### config.mk
export PLATFORM = sky130hd
export DESIGN_NAME = frame_byte_serialiser_flat
export DESIGN_NICKNAME = d
export VERILOG_FILES = /design/src/rtl/orbtrace_pkg.sv /design/src/rtl/frame_byte_serialiser_if.sv /design/src/rtl/frame_byte_serialiser.sv /design/src/flat_wrapper.sv
export SDC_FILE = /design/constraint.sdc
export NUM_CORES = 1
export LEC_CHECK = 0
export ABC_AREA = 1
export BUFFER_PORTS_ARGS = -buffer_cell sky130_fd_sc_hd__buf_2
export CAP_MARGIN = 20
export CORE_AREA = 2 2 133 135
export DETAILED_ROUTE_END_ITERATION = 16
export DIE_AREA = 0 0 135 137
export GPL_TIMING_DRIVEN = 0
export PLACE_DENSITY = 0.78
export SLEW_MARGIN = 20
export SYNTH_ARGS = -nofsm -noshare
export SYNTH_HDL_FRONTEND = slang
export SYNTH_SLANG_ARGS = --single-unit
### constraint.sdc
create_clock -name clk -period 3.15 [get_ports clk]
set_clock_uncertainty 0.2 [all_clocks]
set_input_delay 0.63 -clock clk [delete_from_list [all_inputs] [get_ports clk]]
set_output_delay 0.63 -clock clk [all_outputs]
set_load 0.05 [all_outputs]
### src/rtl/orbtrace_pkg.sv
// Shared types and constants for the orbtrace frame-to-byte datapath.
package orbtrace_pkg;

    typedef enum logic [2:0] {
        IDLE,
        HDR0,
        HDR1,
        BODY,
        STATS
    } state_t;

    localparam logic [7:0]  SYNC_BYTE_DEFAULT = 8'hA5;
    localparam logic [3:0]  HDR_NIBBLE        = 4'h5;
    localparam logic [7:0]  STATS_TAG         = 8'h5F;

    localparam int unsigned FRAME_REC_LEN = 18;
    localparam int unsigned STATS_REC_LEN = 6;

    localparam int unsigned FRAME_W = 128;
    localparam int unsigned BYTE_W  = 8;
    localparam int unsigned IDX_W   = 4;
    localparam int unsigned CNT_W   = 32;

endpackage

### src/rtl/frame_byte_serialiser_if.sv
// Frame-buffer pop handshake and UART byte handshake bundled together.
interface frame_byte_serialiser_if #(
    parameter int unsigned BUFFLENLOG2 = 9
) ();

    logic [127:0]           Frame;
    logic                   FrameReady;
    logic [BUFFLENLOG2-1:0] FramesCnt;
    logic                   FrameNext;
    logic [7:0]             DataVal;
    logic                   DataReady;
    logic                   DataNext;

    // Serialiser side
    modport master (
        input  Frame,
        input  FrameReady,
        input  FramesCnt,
        input  DataNext,
        output FrameNext,
        output DataVal,
        output DataReady
    );

    // Buffer / UART side
    modport slave (
        output Frame,
        output FrameReady,
        output FramesCnt,
        output DataNext,
        input  FrameNext,
        input  DataVal,
        input  DataReady
    );

endinterface

### src/rtl/frame_byte_serialiser.sv
// Serialises 128-bit trace frames into 18-byte records (sync, width header,
// 16 body bytes LSB first) on a valid/accept byte interface.
// Optional STATS_INSERT_EN: every STATS_INTERVAL frames a 6-byte stats record
// (sync, tag, 32-bit sent-frame count LSB first) follows the frame record.
module frame_byte_serialiser
    import orbtrace_pkg::*;
#(
    parameter logic [7:0]  SYNC_BYTE      = SYNC_BYTE_DEFAULT,
    parameter int unsigned STATS_INTERVAL = 256
) (
    input  logic                           clk,
    input  logic                           rstn,
    input  logic [1:0]                     Width,
    frame_byte_serialiser_if.master        bus,
    output logic                           Transmitting,
    output logic [31:0]                    SentFrames
);

    localparam logic [IDX_W-1:0] BODY_LAST = IDX_W'(FRAME_REC_LEN - 3);

`ifdef STATS_INSERT_EN
    localparam int unsigned STATS_CNT_W = (STATS_INTERVAL > 1) ? $clog2(STATS_INTERVAL) : 1;
    localparam logic [STATS_CNT_W-1:0] STATS_LAST_CNT = STATS_CNT_W'(STATS_INTERVAL - 1);
    localparam logic [IDX_W-1:0] STATS_LAST = IDX_W'(STATS_REC_LEN - 1);

    logic [STATS_CNT_W-1:0] frm_cnt_q, frm_cnt_d;
`endif

    state_t             state_q, state_d;
    logic [FRAME_W-1:0] shift_q, shift_d;
    logic [1:0]         width_q, width_d;
    logic [IDX_W-1:0]   idx_q, idx_d;
    logic [CNT_W-1:0]   sent_q, sent_d;
    logic               frame_next_q, frame_next_d;
    logic [BYTE_W-1:0]  data_val_q, data_val_d;
    logic               data_ready_q, data_ready_d;
    logic               transmitting_q, transmitting_d;
    logic               xfer;
    logic               fetch;

    // Next-state, datapath and registered-output decode
    always_comb begin
        state_d      = state_q;
        shift_d      = shift_q;
        width_d      = width_q;
        idx_d        = idx_q;
        sent_d       = sent_q;
        frame_next_d = 1'b0;
        fetch        = 1'b0;
`ifdef STATS_INSERT_EN
        frm_cnt_d    = frm_cnt_q;
`endif
        xfer         = data_ready_q & bus.DataNext;

        case (state_q)
            IDLE: fetch = 1'b1;
            HDR0: if (xfer) state_d = HDR1;
            HDR1: begin
                if (xfer) begin
                    state_d = BODY;
                    idx_d   = '0;
                end
            end
            BODY: begin
                if (xfer) begin
                    shift_d = shift_q >> BYTE_W;
                    idx_d   = idx_q + IDX_W'(1);
                    if (idx_q == BODY_LAST) begin
                        sent_d = sent_q + CNT_W'(1);
`ifdef STATS_INSERT_EN
                        if (frm_cnt_q == STATS_LAST_CNT) begin
                            frm_cnt_d = '0;
                            state_d   = STATS;
                            idx_d     = '0;
                            shift_d   = FRAME_W'({sent_d, STATS_TAG, SYNC_BYTE});
                        end else begin
                            frm_cnt_d = frm_cnt_q + STATS_CNT_W'(1);
                            fetch     = 1'b1;
                        end
`else
                        fetch = 1'b1;
`endif
                    end
                end
            end
`ifdef STATS_INSERT_EN
            STATS: begin
                if (xfer) begin
                    shift_d = shift_q >> BYTE_W;
                    idx_d   = idx_q + IDX_W'(1);
                    if (idx_q == STATS_LAST) fetch = 1'b1;
                end
            end
`endif
            default: state_d = IDLE;
        endcase

        // Record boundary: pull the next frame back-to-back or fall idle
        if (fetch) begin
            if (bus.FrameReady) begin
                shift_d      = bus.Frame;
                width_d      = Width;
                frame_next_d = 1'b1;
                state_d      = HDR0;
            end else begin
                state_d = IDLE;
            end
        end

        case (state_d)
            HDR0:        data_val_d = SYNC_BYTE;
            HDR1:        data_val_d = {HDR_NIBBLE, 2'b00, width_d};
            BODY, STATS: data_val_d = shift_d[BYTE_W-1:0];
            default:     data_val_d = '0;
        endcase
        data_ready_d   = (state_d != IDLE);
        transmitting_d = (state_d != IDLE);
    end

    // State and output registers
    always_ff @(posedge clk or negedge rstn) begin
        if (!rstn) begin
            state_q        <= IDLE;
            shift_q        <= '0;
            width_q        <= '0;
            idx_q          <= '0;
            sent_q         <= '0;
            frame_next_q   <= 1'b0;
            data_val_q     <= '0;
            data_ready_q   <= 1'b0;
            transmitting_q <= 1'b0;
`ifdef STATS_INSERT_EN
            frm_cnt_q      <= '0;
`endif
        end else begin
            state_q        <= state_d;
            shift_q        <= shift_d;
            width_q        <= width_d;
            idx_q          <= idx_d;
            sent_q         <= sent_d;
            frame_next_q   <= frame_next_d;
            data_val_q     <= data_val_d;
            data_ready_q   <= data_ready_d;
            transmitting_q <= transmitting_d;
`ifdef STATS_INSERT_EN
            frm_cnt_q      <= frm_cnt_d;
`endif
        end
    end

    assign bus.FrameNext = frame_next_q;
    assign bus.DataVal   = data_val_q;
    assign bus.DataReady = data_ready_q;
    assign Transmitting  = transmitting_q;
    assign SentFrames    = sent_q;

endmodule

### src/flat_wrapper.sv
// flat-port wrapper written by rule: the top's interface ports become plain ports
module frame_byte_serialiser_flat import orbtrace_pkg::*;
#(
    parameter logic [7:0]  SYNC_BYTE      = SYNC_BYTE_DEFAULT,
    parameter int unsigned STATS_INTERVAL = 256
)
  (clk, rstn, Width, Transmitting, SentFrames, bus_Frame, bus_FrameReady, bus_FramesCnt, bus_DataNext, bus_FrameNext, bus_DataVal, bus_DataReady);
  frame_byte_serialiser_if #(.BUFFLENLOG2((9))) bus_i ();
  input  logic clk;
  input  logic rstn;
  input  logic [1:0] Width;
  output logic Transmitting;
  output logic [31:0] SentFrames;
  input wire logic [$bits(bus_i.Frame)-1:0] bus_Frame;
  input wire logic [$bits(bus_i.FrameReady)-1:0] bus_FrameReady;
  input wire logic [$bits(bus_i.FramesCnt)-1:0] bus_FramesCnt;
  input wire logic [$bits(bus_i.DataNext)-1:0] bus_DataNext;
  output wire logic [$bits(bus_i.FrameNext)-1:0] bus_FrameNext;
  output wire logic [$bits(bus_i.DataVal)-1:0] bus_DataVal;
  output wire logic [$bits(bus_i.DataReady)-1:0] bus_DataReady;
  assign bus_i.Frame = bus_Frame;
  assign bus_i.FrameReady = bus_FrameReady;
  assign bus_i.FramesCnt = bus_FramesCnt;
  assign bus_i.DataNext = bus_DataNext;
  assign bus_FrameNext = bus_i.FrameNext;
  assign bus_DataVal = bus_i.DataVal;
  assign bus_DataReady = bus_i.DataReady;
  frame_byte_serialiser #(.SYNC_BYTE(SYNC_BYTE), .STATS_INTERVAL(STATS_INTERVAL)) u_core (.clk(clk), .rstn(rstn), .Width(Width), .bus(bus_i), .Transmitting(Transmitting), .SentFrames(SentFrames));
endmodule
==> metrics.md <==
| Metric | Value |
|---|---|
| Yosys cell types | `30` |
| Fin nets | `~1600` |
| H-Tree Depth | `4` |
| Starting Density | `approximately 54%` |
| Crit path cell chain | `ha_1 > nand3_2 > nor2_2 > nand2_2 > nand2_4 > nand2_2 > buf_6 > clkbuf_1 > nand2_1 > nand2_1` |
| Share of cells above drive strength 1 | `between 10% and 20%` |
| R2R cell count | `10` |
| WHS Path Cells | `3` |
| Pin count of the biggest net entering global routing | `76` |
| Finished Core Util | `about two thirds` |
| Synth Instances | `1291` |
| Setup crit start kind | `flip-flop` |
| Slew headroom | `between 60% and 70%` |
| Root Driver | `clkbuf_16` |
| CP Capture Type | `flip-flop` |
| Static Leak | `6.00 nW` |
| Critical path arrival | `2400 ps` |
| P per Cell Area | `between 500 and 600 nW/um^2` |
| Overall global routing resource usage | `a little over a quarter` |
| Reg clk slew, reported paths | `approximately 70 ps` |
| Area delta synth->final | `20.5%` |
| Slowest cell on crit path | `dfrtp_1` |
| Vias/cell | `between 5 and 6` |
| FP Rows | `48` |
| CTS sink cnt | `approximately 180` |
| Tot Pwr | `between 0.006 and 0.007 W` |
| Synthesized flop and latch total | `between 150 and 200` |
| DRC violations left | `0` |
| Grt ovf | `0` |
| Total number of vias | `between 8000 and 9000` |
| Reg2reg end | `u_core.shift_q[59]` |
| Hold Path Origin | `bus_Frame[96]` |
| Routed wl met2 | `~11000 um` |
| Synth warn | `0` |
| Hold Path Sink | `u_core.shift_q[96]` |
| Max layer used | `met4` |
| Largest family of logic cells by synthesized area | `simple AND/OR/NAND/NOR gates` |
| Fin. Hold Viols | `0` |
| Remaining antenna violation count after routing | `0` |
| Synth top area cells | `dfrtp_1 (49%), nand2_1 (27%), o21ai_0 (6.6%)` |
| Insertion delay to the later sink of the worst-skew pair | `430 ps` |
| Worst Hold Class | `input pin to flip-flop` |
| Syn_nets | `1436` |
| Actual slew at the worst max-slew pin | `between 500 and 600 ps` |
| Fin. max-slew vios | `0` |
| Buffers on Ports | `between 150 and 200` |
| Routed length per placed instance | `approximately 14 um` |
| Chip Width | `~140 um` |
| RSZ-0062 raised after global routing | `false` |
| Register area share after synthesis | `48.9%` |
| CTS tree | `yes` |
| Initial antenna violation count | `6` |
| DR WL met3 | `1540 um` |
| Max rail drop VDD | `about 460 uV` |
| Post-Synth XOR/XNOR Area | `roughly 1.5%` |
| Setup CP Type | `flip-flop to flip-flop` |
| GP Congestion | `a little under 0.9` |
| Resize count post-CTS | `0` |
| Top cell type's share of synthesized area | `between 40% and 50%` |
| First-pass GRT wire length | `38500 um` |
| Die area | `18500 um^2` |
| Simple-gate share of the synthesized area | `between 30% and 40%` |
| Met1 WL | `10200 um` |
| CTS max path bufs | `2` |
| Max Cap Viol | `0` |
| Dpl cells | `about 1700` |
| Reg2Reg Setup Slack | `~910 ps` |
| Die Y-Extent | `between 100 and 150 um` |
| Synth Area in Compound Gates | `around 6.9%` |
| Outcome | `finished clean` |
| Post-synthesis mux area share | `less than 1%` |
| Routed wire length | `roughly 24000 um` |
| Setup violators final | `0` |
| CP required | `3310 ps` |
| Total core area | `approximately 17000 um^2` |
| Vias in the first global route | `between 8000 and 9000` |
| Biggest area consumer among synthesized cells | `dfrtp_1` |
| FMAX | `around 450 MHz` |
| Synthesized cell area | `between 9000 and 10000 um^2` |
| Reg2reg start | `u_core.idx_q[0]` |
| Post-synthesis average cell area | `just over 7 um^2` |
| CTS Buf Count | `17` |
| 1st-pass router iterations | `5` |
| CP peak stage delay | `a little over 400 ps` |
| Adder-cell share of the synthesized area | `less than 1%` |
| Starting DRC count in detailed routing | `about 640` |
| Boundary Pins | `around 190` |
| Hold WS | `between 150 and 200 ps` |
| Post-Layout Cell Count | `1732` |
| Setup TNS | `0 ps` |
| Critical path fanouts, max | `10` |
| DP Wirelength | `roughly 17000 um` |
| Final worst path period need | `about 2200 ps` |
| Tcrit/Tclk final | `a little under three quarters` |
==> report_power, final <==
group          total (W)  internal [W]  switching [W]
Clock            0.00228       0.00138       0.000901
Sequential       0.00278       0.00263       0.000151
Combinational   0.000963      0.000379       0.000584
==> cell type report <==
class | instances | area [um^2]
Fill cell | 1587 | 6010
Inverter | 107 | 402
Tap cell | 225 | 282
Buffer | 60 | 334
Multi-Input combinational cell | 945 | 3950
Clock buffer | 21 | 460
Timing Repair Buffer | 178 | 951
Sequential cell | 179 | 4480
Antenna cell | 6 | 15.0
Clock inverter | 11 | 175
==> worst max-delay path, delay by kind of cell (launching register included) <==
kind                       cells  cell delay [ps]
adders and majority gates      1              250
buffers and inverters          2              540
DFF                            1              410
and+or+nand+nor                7              760
==> cells in the final DEF, fill, tap and decap left out, drive strengths merged <==
cell | netlist | layout
clkinv | 0 | 3
xnor2 | 4 | 4
nand3b | 6 | 6
inv | 107 | 109
a22o | 1 | 1
nor2 | 72 | 72
nor3 | 3 | 3
conb | 1 | 1
clkinvlp | 0 | 2
ha | 2 | 2
nand4 | 6 | 6
diode | 0 | 6
nand3 | 38 | 38
dlygate4sd3 | 0 | 1
o31ai | 1 | 1
and2 | 2 | 2
buf | 33 | 210
bufinv | 0 | 4
dfrtp | 179 | 179
clkbuf | 27 | 48
o21ai | 122 | 122
mux2i | 2 | 2
a21oi | 2 | 2
nand2 | 671 | 671
xor2 | 12 | 12
==> stage by stage <==
stage | setup WS, ps | area, um^2
after floorplan | 1070 | 9170
after global placement | -1620 | 10300
final | 910 | 11000
after CTS | 892 | 11000
after detailed placement | 743 | 10400
after global routing | 705 | 11000
==> repair_timing <==
item,4_1_cts,5_1_grt
buffers inserted,0,0
hold buffers,1,0
endpoints found under the hold margin,50,0
==> worst max-delay path by stage <==
stage                              start                   to  slack (ps)
floorplan           u_core.bus.DataReady  u_core.shift_q[110]        1070
global placement                    rstn   u_core.shift_q[53]       -1620
detailed placement          bus_DataNext   u_core.shift_q[43]         740
CTS                      u_core.idx_q[0]   u_core.shift_q[66]         890
global route             u_core.idx_q[0]   u_core.shift_q[21]         700
finish                   u_core.idx_q[0]   u_core.shift_q[59]         910
==> Yosys cell counts (all sizes together) <==
cell type / number
nand2: 671
dfrtp: 179
o21ai: 122
inv: 107
nor2: 72
nand3: 38
buf: 33
clkbuf: 27
xor2: 12
nand3b: 6
nand4: 6
xnor2: 4
nor3: 3
a21oi: 2
and2: 2
ha: 2
mux2i: 2
a22o: 1
conb: 1
o31ai: 1
==> cells by family (layout without fill, tap and decap cells) <==
| family | after synthesis | count (layout) |
|---|---|---|
| AOI/OAI and AO/OA | 126 | 126 |
| muxes | 2 | 2 |
| adders and majority gates | 2 | 2 |
| xor gates and xnor gates | 16 | 16 |
| DFF | 179 | 179 |
| and+or+nand+nor | 798 | 798 |
| buffers and inverters | 167 | 377 |
| other | 1 | 7 |
==> registers in the layout (all words and copies together), names as in the netlist <==
register              flops
u_core.shift_q          128
u_core.SentFrames        32
u_core.bus.DataVal        8
u_core.idx_q              4
u_core.state_q            3
u_core.width_q            2
u_core.bus.DataReady      1
u_core.bus.FrameNext      1
==> routing by layer <==
metal / track usage (%) / vias to the layer above
met5: 0 / -
met4: 11.1 / 0
met3: 5.37 / 61
met2: 43.7 / 312
met1: 34.1 / 3970
li1: - / 4349
Note: power is estimated with default switching activity, not from simulation.
